--- src/rtl/hazard_ctrl.sv ---
// Pipeline sequencing controller: load-use stalls, redirect flushes and
// memory-wait holds for the 5-stage core, plus saturating stall/flush counters.
module hazard_ctrl #(
  parameter int FLUSH_CYCLES = 1,
  parameter int CNT_W        = 16
) (
  input  logic             clk,
  input  logic             rst_n,
  input  logic             id_valid,
  input  logic [4:0]       id_rs1,
  input  logic [4:0]       id_rs2,
  input  logic             id_use_rs1,
  input  logic             id_use_rs2,
  input  logic             ex_valid,
  input  logic [4:0]       ex_rd,
  input  logic             ex_memread,
  input  logic             ex_redirect,
  input  logic             dmem_busy,
  output logic             pc_we,
  output logic             ifid_we,
  output logic             ifid_flush,
  output logic             idex_flush,
  output logic             exmem_we,
  output logic [1:0]       state,
  output logic [CNT_W-1:0] stall_cnt,
  output logic [CNT_W-1:0] flush_cnt
);

  typedef enum logic [1:0] {
    ST_RUN      = 2'd0,
    ST_FLUSH    = 2'd1,
    ST_MEM_WAIT = 2'd2
  } state_t;

  localparam logic [2:0]       FCNT_LOAD = (FLUSH_CYCLES > 0) ? 3'(FLUSH_CYCLES - 1) : 3'd0;
  localparam logic [CNT_W-1:0] CNT_MAX   = {CNT_W{1'b1}};

  state_t     state_q, state_d;
  logic [2:0] fcnt_q, fcnt_d;
  logic       redirect_take;
  logic       lu;

  assign lu = id_valid & ex_valid & ex_memread & (ex_rd != 5'd0) &
              ((id_use_rs1 & (id_rs1 == ex_rd)) | (id_use_rs2 & (id_rs2 == ex_rd)));

  assign state = state_q;

  always_ff @(posedge clk) begin
    if (!rst_n) begin
      state_q <= ST_RUN;
      fcnt_q  <= 3'd0;
    end else begin
      state_q <= state_d;
      fcnt_q  <= fcnt_d;
    end
  end

  // Illegal encoding 3 falls into the default arm and behaves as RUN.
  always_comb begin
    pc_we         = 1'b1;
    ifid_we       = 1'b1;
    exmem_we      = 1'b1;
    ifid_flush    = 1'b0;
    idex_flush    = 1'b0;
    redirect_take = 1'b0;
    state_d       = ST_RUN;
    fcnt_d        = fcnt_q;

    if (!rst_n) begin
      pc_we      = 1'b0;
      ifid_we    = 1'b0;
      exmem_we   = 1'b0;
      ifid_flush = 1'b1;
      idex_flush = 1'b1;
      fcnt_d     = 3'd0;
    end else if (dmem_busy) begin
      // Whole pipe frozen; a coincident redirect is acted on once busy drops.
      pc_we    = 1'b0;
      ifid_we  = 1'b0;
      exmem_we = 1'b0;
      state_d  = (state_q == ST_FLUSH) ? ST_FLUSH : ST_MEM_WAIT;
    end else if (ex_redirect) begin
      ifid_flush    = 1'b1;
      idex_flush    = 1'b1;
      redirect_take = 1'b1;
      if (FLUSH_CYCLES > 0) begin
        state_d = ST_FLUSH;
        fcnt_d  = FCNT_LOAD;
      end
    end else if (state_q == ST_FLUSH) begin
      ifid_flush = 1'b1;
      idex_flush = 1'b1;
      if (fcnt_q != 3'd0) begin
        state_d = ST_FLUSH;
        fcnt_d  = fcnt_q - 3'd1;
      end
    end else if (lu) begin
      pc_we      = 1'b0;
      ifid_we    = 1'b0;
      idex_flush = 1'b1;
    end
  end

  always_ff @(posedge clk) begin
    if (!rst_n) begin
      stall_cnt <= '0;
      flush_cnt <= '0;
    end else begin
      if (!pc_we && stall_cnt != CNT_MAX)
        stall_cnt <= stall_cnt + CNT_W'(1);
      if (redirect_take && flush_cnt != CNT_MAX)
        flush_cnt <= flush_cnt + CNT_W'(1);
    end
  end

endmodule
--- config.mk ---
export PLATFORM = sky130hd
export DESIGN_NAME = hazard_ctrl
export DESIGN_NICKNAME = d
export VERILOG_FILES = /design/src/rtl/hazard_ctrl.sv
export SDC_FILE = /design/constraint.sdc
export NUM_CORES = 1
export LEC_CHECK = 0
export BUFFER_PORTS_ARGS = -buffer_cell sky130_fd_sc_hd__buf_2
export CORE_MARGIN = 3
export CORE_UTILIZATION = 52
export CTS_BUF_LIST = sky130_fd_sc_hd__clkbuf_8
export CTS_CLUSTER_DIAMETER = 60
export DETAILED_ROUTE_END_ITERATION = 16
export GPL_ROUTABILITY_DRIVEN = 0
export PLACE_DENSITY = 0.81
export SYNTH_ARGS = -nofsm -noshare
export SYNTH_HDL_FRONTEND = slang
export SYNTH_SLANG_ARGS = --single-unit
--- constraint.sdc ---
create_clock -name clk -period 2.29 [get_ports clk]
set_input_delay 0.1145 -clock clk [delete_from_list [all_inputs] [get_ports clk]]
set_output_delay 0.1145 -clock clk [all_outputs]
set_load 0.02 [all_outputs]
* Yosys cells after proc, flatten, opt, wreduce, memory -nomap -nowiden *
Cells that the tools add are included.

storage, ports and cells
  output and inout bits = 39
  logic and storage cells = 55
  bits in registers = 37
  bits of input ports = 24

operators by class
  muxes and demuxes = 27
  bitwise gates (word level) = 8
  reductions and logical operators = 8
  $add $sub $neg = 3
  eq/ne operators = 5

operator list
  operator                                                            number
  16-bit by 1-bit adder with 16-bit output, second input constant     2
  16-bit inequality test, second input constant                       2
  1-bit two-way mux                                                   22
  5-bit == test                                                       2
  3-bit two-way mux                                                   3
  1-bit AND                                                           6
  5-bit nonzero test                                                  1
  2-bit two-way mux                                                   2
  2-bit nonzero test                                                  2
  3-bit AND reduction                                                 1
  3-bit nonzero test                                                  1
  3-bit by 1-bit subtractor with 3-bit output, second input constant  1
  2-bit by 1-bit == test with 1-bit output, second input constant     1
  1-bit logical AND                                                   2
  1-bit logical NOT                                                   1
  1-bit inverter                                                      1
  1-bit OR                                                            1

* Logic depth before layout (Yosys ltp) *
Gate-level depths: netlist of the first run.

  depth in word-level cells = 11
  depth in mapped cells = 8

* Worst setup path after synthesis of the first run *
No wires, ideal clock.

  path type = reg2reg
  start = register stall_cnt[0]
  end = register stall_cnt[1]
  path slack = 0.339 ns
  arrival time = 1.880 ns
  buffers on the path = 2
  data required time = 2.220 ns
  cell stages (with the launch flop) = 9
  path through = dfxtp_1 ha_1 nand3_1 nor2_1 and3_4 buf_2 buf_2 o21ai_0 a21oi_1

between the ends
  longest elaborated chain between the ends = 2
  elaborated cells between the ends (all ways) = 3
  those cells by class = add/sub: 1; eq/ne: 1; reduce/logical: 1

ends and longest elaborated chain
  item                                                                                              line  text
  from (decl)                                                                                       25    output logic [CNT_W-1:0] stall_cnt,
  from (signal assigned)                                                                            110   stall_cnt <= stall_cnt + CNT_W'(1);
  parallel branches: the longest is 2 deep, another holds 16-bit by 1-bit adder with 16-bit output  -

Parallel ways; which one is timed is not known.
A chain may end at the register's enable or synchronous reset.

* Worst setup path in the final report of the first run *
  start = register stall_cnt[9]
  end = register stall_cnt[13]

The elaborated chain is that of the path after synthesis.

==> summary.md, run 1 <==
| Metric | Value |
|---|---|
| Run status | `completed` |
| Post-Synthesis Cell Area | `1970 um2` |
| Cells taking the most area after synthesis | `dfxtp_1, xnor2_1, a21oi_1` |
| Post-DP HPWL | `3.35 mm` |
| Via Count | `1933` |
| Endpoint kind of the worst setup timing path | `flip-flop` |
| Worst path arrival time | `2.20 ns` |
| Count of state elements after synthesis | `37` |
| Class of the worst hold path | `in2reg` |
| Fraction of layout cells with a size suffix above 1 | `26.6%` |
| Final setup skew | `0.00537 ns` |
| Count of cells resized by post-cts repair | `0` |
| Leading area contributor after synthesis | `dfxtp_1` |
| Static leakage | `0.977 nW` |
| Relative slew margins | `56.7%` |
| GR Overflow Total | `0` |
| Final Routed Wirelength | `4.52 mm` |
| Layout overhead on the synthesized area | `22.5%` |
| Final count of negative-setup-slack endpoints | `0` |
| Global-route wire length before repair | `7.41 mm` |
| Via count normalized by instance count | `5.64` |
| Total CTS buffers | `5` |
| DRC viols | `0` |
| CTS tree | `built` |
| Remaining antenna violation count | `0` |
| Critical path required time | `2.52 ns` |
| Antenna Diode Count | `0` |
| Core box area | `3490 um2` |
| Final layout net count | `324` |
| Level count of the clock H-tree | `2` |
| Post-route minimum period | `1.97 ns` |
| Highest ir drop seen on vdd | `0.408 mV` |
| Maximum number of pins on one net before global-route repair | `34` |
| GRT Resource Usage Total | `21.2%` |
| Number of global-route vias before repair | `1784` |
| Maximum achievable frequency | `0.509 GHz` |
| Net Count, Synth | `262` |
| P per Cell Area | `544 nW/um2` |
| Skew-Pair Late Insertion Delay | `0.29 ns` |
| DIE AREA | `4550 um2` |
| Quantity of hold-fixing buffers added after cts | `0` |
| Class of the most critical setup path | `reg2reg` |
| Top-area cell type share of the netlist area | `37.7%` |
| Average detailed-routed wire length per instance | `13.2 um` |
| Count of different cell masters after synthesis | `40` |
| Final instance area | `2410 um2` |
| Placed cell area | `2310 um2` |
| Reg clk slew, reported paths | `0.07 ns` |
| DIE WIDTH | `67.5 um` |
| Number of standard-cell rows in the floorplan | `21` |
| Clock tree buffer depth | `2` |
| Post-Synthesis Mean Instance Area | `8.40 um2` |
| Largest fanout of any net on the critical path | `29` |
| CP startpoint kind | `flip-flop` |
| Antenna violations before repair | `0` |
| DR iter-0 viols | `147` |
| Number of violations of the max-capacitance limit | `0` |
| Clk sink count | `37` |
| Die Span Y | `67.5 um` |
| # IOs | `63` |
| Setup Total Neg Slack | `0 ns` |
| Fin. max-slew vios | `0` |
| First-pass detailed-route iteration total | `4` |
| Number of buffers added on ports | `62` |
| Starting density of the core | `56.2%` |
| Sequential share of the synthesized area | `37.7%` |
| Setup repair after global routing missed its margin | `false` |
| Transition time at the pin with the least slew margin | `0.642 ns` |
| Post-CTS setup repair buffer count | `0` |
| Ratio of final minimum period to clock period | `85.8%` |
| Hold Fails Final Rpt | `0` |
| Clock root buffer master | `clkbuf_8` |
| Number of instances in the synthesized netlist | `234` |
| Ys Warns | `0` |
stage by stage:
| stage | power (W) | util, % | setup WS (ns) | std cells | hold WS [ns] |
|---|---|---|---|---|---|
| 2_1_floorplan | 0.000765 | - | 0.339 | 234 | 0.225 |
| 3_3_place_gp | 0.000818 | 66.0 | 0.424 | 335 | 0.403 |
| 3_5_place_dp | 0.000822 | 66.0 | 0.340 | 335 | 0.409 |
| 4_1_cts | 0.00132 | 68.9 | 0.319 | 343 | 0.0936 |
| 5_1_grt | 0.00137 | 68.9 | 0.189 | 343 | 0.109 |
| 6_report | 0.00131 | 68.9 | 0.324 | 343 | 0.0973 |
worst paths after layout:
check / cells after the start / from / slack [ns] / to
worst max register to register: 6 / stall_cnt[9] / 0.32 / stall_cnt[13]
worst min-delay path: 3 / dmem_busy / 0.1 / state[1]
worst min register to register: 2 / fcnt_q[1] / 0.49 / fcnt_q[1]
worst max-delay path: 6 / stall_cnt[9] / 0.32 / stall_cnt[13]
metal layers:
metal,part of all wire [%],track usage [%],up-vias
met4,1.6,8.35,0
met1,44,25.2,906
met2,49,36.5,44
li1,-,-,976
met3,5.4,4.99,7
met5,0,0,-
logic make-up after synthesis:
logic type | count (synthesis) | synth area share (%)
and+or+nand+nor | 103 | 28.3
AOI/OAI and AO/OA | 46 | 15.3
DFF | 37 | 37.7
xor gates and xnor gates | 21 | 9.36
buffers and inverters | 18 | 4.20
muxes | 5 | 2.55
adders and majority gates | 4 | 2.55
critical path, cell delays in order, from the launching register on:
cell and delay [ns]:
dfxtp_1 0.34, and4_1 0.23, and3_1 0.21, and3_1 0.20
and3_4 0.27, or4_1 0.49, a21oi_1 0.15
cells in the mapped netlist (all sizes together):
library cell  number
and3               5
or3                2
a2111oi            1
and4               6
o311a              1
xnor2             18
a31o               1
or2                1
o311ai             1
nor4               2
or4               12
dfxtp             37
mux2i              5
nand2b             3
nand3b             1
o211ai             1
a21oi             19
buf                7
ha                 4
xor2               3
nor3b              1
o41ai              2
o31ai             11
nand4              5
o22ai              1
nor3               4
clkbuf             4
o21ai              7
nor2b              2
a311oi             1
nand2             19
and2               3
nor2              24
inv                7
nand3             12
or3b               1
cell type report:
| type | instances | area (um2) |
|---|---|---|
| clock buffers | 7 | 96.3 |
| fillers | 308 | 1090 |
| repair buffers | 66 | 340 |
| inverters | 7 | 26.3 |
| clock inverters | 1 | 5.00 |
| well taps | 46 | 57.6 |
| multi-input cells | 179 | 1140 |
| flip-flops and latches | 37 | 741 |
power by group:
part	leakage [nW]	switching, W	internal, W
sequential	0.299	0.00000930	0.000653
combinational	0.624	0.0000816	0.0000619
clock	0.0542	0.000231	0.000272
cells in the final DEF (no fill, tap or decap), types with 2 or more instances in the layout:
master	Yosys	layout
clkbuf_8	0	7
or4_1	12	12
nor4_1	2	2
nand4_1	5	5
buf_2	3	62
ha_1	4	4
dfxtp_1	37	37
o21ai_0	7	7
nor2_1	24	24
nor2b_1	2	2
inv_1	7	7
or3_1	2	2
and2_1	3	3
mux2i_1	5	5
and4_1	6	6
and3_1	4	4
o41ai_1	2	2
xnor2_1	18	18
o31ai_1	11	11
nor3_1	4	4
nand3_1	12	12
nand2b_1	3	3
xor2_1	3	3
buf_4	1	4
nand2_1	19	19
a21oi_1	19	19
state kept, by name, indices dropped and copies added, names as in the netlist:
signal	flops
flush_cnt	16
stall_cnt	16
fcnt_q	3
state	2
No activity file was read; power rests on OpenSTA's default activity.
==> inputs of run 2 (changes only) <==
- CORE_UTILIZATION: 52 -> 45
- PLACE_DENSITY: 0.81 -> 0.72
==> summary.md, run 2 (same netlist as run 1, synthesis figures left out) <==
| Metric | Value |
|---|---|
| Number of violations of the max-capacitance limit | `0` |
| Utilization of the core after routing | `58.7%` |
| Number of standard-cell rows in the floorplan | `23` |
| Hold Fails Final Rpt | `0` |
| Setup Total Neg Slack | `0 ns` |
| DRC viols | `0` |
| Final Routed Wirelength | `4.65 mm` |
| Post-route minimum period | `1.95 ns` |
| Transition time at the pin with the least slew margin | `0.586 ns` |
| HP Start | `dmem_busy` |
| Count of cells resized by post-cts repair | `0` |
| WL met2 | `2.25 mm` |
| First-pass detailed-route iteration total | `4` |
| Fraction of layout cells with a size suffix above 1 | `26.4%` |
| Core box area | `4120 um2` |
| Wire length the detailed router placed on met1 | `2.07 mm` |
| Starting density of the core | `47.8%` |
| Layout overhead on the synthesized area | `22.9%` |
| Worst r2r src | `stall_cnt[8]` |
| Static leakage | `0.977 nW` |
| Area of the multi-input gates | `1140 um2` |
| DIE AREA | `5200 um2` |
| Class of the most critical setup path | `reg2reg` |
| Clock root buffer master | `clkbuf_8` |
| Highest routed metal layer | `met4` |
| Clock tree buffer depth | `2` |
| Final setup skew | `0.00735 ns` |
| Number of buffers added on ports | `62` |
| Run status | `completed` |
| Antenna Diode Count | `0` |
| # IOs | `63` |
| Setup repair after global routing missed its margin | `false` |
| Class of the worst hold path | `in2reg` |
| Average detailed-routed wire length per instance | `13.4 um` |
| Post-CTS setup repair buffer count | `0` |
| DIE WIDTH | `72.1 um` |
| DR iter-0 viols | `87` |
| Final layout net count | `324` |
| Total power of the final layout | `0.00135 W` |
| Commonest cells after routing, fill and taps aside | `buf_2, dfxtp_1, nor2_1` |
| Wire length on met3 | `264 um` |
| CP startpoint kind | `flip-flop` |
| Ratio of final minimum period to clock period | `85.2%` |
| Largest fanout of any net on the critical path | `29` |
| Filler cells | `385` |
| Die Span Y | `72.1 um` |
| Most common cell after layout, fill and taps aside | `buf_2` |
| CTS tree | `built` |
| Maximum number of pins on one net before global-route repair | `34` |
| Level count of the clock H-tree | `2` |
| Final count of negative-setup-slack endpoints | `0` |
| Worst hold slack after final layout | `0.119 ns` |
| GR Overflow Total | `0` |
| Quantity of hold-fixing buffers added after cts | `0` |
| P per Cell Area | `559 nW/um2` |
| Register area | `741 um2` |
| Clk sink count | `37` |
| Reg clk slew, reported paths | `0.08 ns` |
| Critical path required time | `2.51 ns` |
| Top flop regs | `flush_cnt: 16 flops, stall_cnt: 16 flops, fcnt_q: 3 flops` |
| Remaining antenna violation count | `0` |
| Via Count | `1937` |
| GRT Resource Usage Total | `18.8%` |
| Post-DP HPWL | `3.42 mm` |
| Highest ir drop seen on vdd | `0.412 mV` |
| Skew-Pair Late Insertion Delay | `0.29 ns` |
| Via count normalized by instance count | `5.60` |
| Endpoint kind of the worst setup timing path | `flip-flop` |
| Worst setup startpoint | `stall_cnt[8]` |
| Worst path arrival time | `2.18 ns` |
| Final non-filler cell total | `346` |
| Antenna violations before repair | `0` |
| Total CTS buffers | `5` |
| Post-placement cell count | `339` |
| Global-route wire length before repair | `7.96 mm` |
| Maximum achievable frequency | `0.512 GHz` |
| Relative slew margins | `60.6%` |
| Number of global-route vias before repair | `1839` |
| Fin. max-slew vios | `0` |
[run 2: changes by cell type in the layout (fill, tap and decap cells not counted)]
cell	delta
bufinv_16	+1
clkbuf_8	-2
[run 2: worst paths after layout]
check | slack, ns | end | cells past startpoint
setup / recovery | 0.34 | stall_cnt[3] | 6
setup reg to reg | 0.34 | stall_cnt[3] | 6
hold reg to reg | 0.49 | stall_cnt[10] | 2
hold / removal | 0.12 | state[1] | 3
[run 2: final cells by class]
| cell class | count | share of cell area [%] |
|---|---|---|
| Sequential cell | 37 | 30.7 |
| Multi-Input combinational cell | 179 | 47.3 |
| Clock inverter | 2 | 1.45 |
| Tap cell | 50 | 2.59 |
| Clock buffer | 5 | 2.85 |
| Timing Repair Buffer | 66 | 14.1 |
| Inverter | 7 | 1.09 |
[run 2: critical path, cell delays in order, from the launching register on]
cell and delay (ns):
dfxtp_1 0.36, and4_1 0.22, and3_1 0.21, and3_1 0.19, and3_4 0.27, or4_1 0.49, a21oi_1 0.15
[run 2: routing by layer]
layer,vias up,global-route usage (%)
met5,-,0
met4,0,7.52
met3,6,4.16
met2,52,32.2
met1,900,22.8
li1,979,-
[run 2: power by group]
part	switching, W	leakage [nW]	internal (W)
clock	0.000227	0.0540	0.000316
combinational	0.0000819	0.624	0.0000616
sequential	0.00000989	0.299	0.000653
[run 2: through the flow]
stage / instance area, um2 / worst slack [ns]
after CTS: 2420 / 0.324
final: 2420 / 0.338
after floorplan: 1970 / 0.339
after global placement: 2310 / 0.418
after detailed placement: 2310 / 0.350
after global routing: 2420 / 0.178
==> inputs of run 3 (changes only) <==
- BUFFER_PORTS_ARGS: -buffer_cell sky130_fd_sc_hd__buf_2 -> not set
- DONT_BUFFER_PORTS: not set -> 1
- PLACE_DENSITY: 0.72 -> not set
==> summary.md, run 3 (same netlist as run 1, synthesis figures left out) <==
| Metric | Value |
|---|---|
| Run status | `completed` |
| Maximum number of pins on one net before global-route repair | `32` |
| First-pass detailed-route iteration total | `4` |
| Die Span Y | `72.1 um` |
| Average detailed-routed wire length per instance | `14.2 um` |
| Global-route wire length before repair | `7.56 mm` |
| Antenna Diode Count | `0` |
| Level count of the clock H-tree | `2` |
| Number of standard-cell rows in the floorplan | `23` |
| Most common cell after layout, fill and taps aside | `dfxtp_1` |
| Critical path required time | `2.51 ns` |
| Sw Pwr | `0.000312 W` |
| Clock tree buffer depth | `2` |
| DR iter-0 viols | `93` |
| CP startpoint kind | `flip-flop` |
| Setup repair after global routing missed its margin | `false` |
| Total CTS buffers | `5` |
| Final setup skew | `0.00395 ns` |
| Largest fanout of any net on the critical path | `29` |
| Antenna violations before repair | `0` |
| Class of the worst hold path | `in2reg` |
| Switching part of the total power | `24.1%` |
| Clk sink count | `37` |
| Worst path arrival time | `2.25 ns` |
| P per Cell Area | `551 nW/um2` |
| Relative slew margins | `73.2%` |
| Logic gate share of total power | `9.9%` |
| Highest ir drop seen on vdd | `0.257 mV` |
| Maximum achievable frequency | `0.492 GHz` |
| Layout overhead on the synthesized area | `19.5%` |
| Via count normalized by instance count | `5.77` |
| Clock root buffer master | `clkbuf_8` |
| Reg clk slew, reported paths | `0.07 ns` |
| Number of global-route vias before repair | `1692` |
| Via Count | `1812` |
| Skew-Pair Late Insertion Delay | `0.29 ns` |
| DIE AREA | `5200 um2` |
| Commonest cells after routing, fill and taps aside | `dfxtp_1, buf_4, nor2_1` |
| Clk network pwr share | `39.0%` |
| Number of buffers added on ports | `0` |
| Seq pwr share | `51.1%` |
| Final count of negative-setup-slack endpoints | `0` |
| R2R setup slack | `0.26 ns` |
| GR Overflow Total | `0` |
| Hold Fails Final Rpt | `0` |
| Class of the most critical setup path | `reg2reg` |
| Static leakage | `0.830 nW` |
| DRC viols | `0` |
| Ratio of final minimum period to clock period | `88.7%` |
| Starting density of the core | `47.8%` |
| Transition time at the pin with the least slew margin | `0.401 ns` |
| # IOs | `63` |
| Endpoint kind of the worst setup timing path | `flip-flop` |
| Total power of the final layout | `0.00130 W` |
| Top flop regs | `flush_cnt: 16 flops, stall_cnt: 16 flops, fcnt_q: 3 flops` |
| Setup Total Neg Slack | `0 ns` |
| Remaining antenna violation count | `0` |
| GRT Resource Usage Total | `18.1%` |
| Post-CTS setup repair buffer count | `0` |
| Final Routed Wirelength | `4.47 mm` |
| Fin. max-slew vios | `0` |
| Core box area | `4120 um2` |
| Internal power | `0.000983 W` |
| Number of violations of the max-capacitance limit | `0` |
| Post-DP HPWL | `3.22 mm` |
| Final layout net count | `291` |
| DIE WIDTH | `72.1 um` |
| Fraction of layout cells with a size suffix above 1 | `15.9%` |
| Post-route minimum period | `2.03 ns` |
| CTS tree | `built` |
run 3: path summary, 6_finish.rpt:
check | start | end | depth (start not counted)
hold reg to reg | fcnt_q[1] | fcnt_q[1] | 2
setup reg to reg | stall_cnt[8] | stall_cnt[10] | 6
setup / recovery | stall_cnt[8] | stall_cnt[10] | 6
hold / removal | rst_n | stall_cnt[14] | 2
run 3: cell type report:
cell class	instances	area, um2
clock buffers	7	96.3
well taps	50	62.6
flip-flops and latches	37	741
fillers	395	1770
clock inverters	1	5.00
repair buffers	33	260
multi-input cells	179	1160
inverters	7	26.3
run 3: critical path, stage by stage, from the launching register on:
cell     delay, ns
dfxtp_1       0.41
and4_1        0.25
and3_1        0.21
and3_1        0.20
and3_4        0.27
or4_1         0.48
a21oi_1       0.15
run 3: routing by layer:
layer	up-vias	routed length (um)	track usage, %
met5	-	0	0
met4	0	61	6.26
met3	6	344	6.51
met2	58	1990	27.8
met1	840	2080	23.3
li1	908	-	-
run 3: timing repair:
action                                 in CTS  in global routing
setup endpoints to repair                   0                  1
hold buffers                                5                  0
gates resized for setup                     0                  1
endpoints found under the hold margin       9                  0
run 3: stage by stage:
stage	hold slack, ns	instances	instance area, um2	util, %	setup slack [ns]
2_1_floorplan	0.225	234	1970	-	0.339
3_3_place_gp	0.234	301	2190	53.3	0.323
3_5_place_dp	0.235	301	2190	53.3	0.280
4_1_cts	0.00383	314	2340	57.0	0.220
5_1_grt	0.00370	314	2350	57.1	0.0574
6_report	0.0132	314	2350	57.1	0.259
run 3: power by group through the flow:
stage               Sequential (W)  Clock, W  Combinational (W)
CTS                       0.000662  0.000522           0.000129
floorplan                 0.000685         0          0.0000797
global placement          0.000677         0           0.000119
global route              0.000663  0.000550           0.000143
finish                    0.000662  0.000506           0.000128
detailed placement        0.000677         0           0.000120
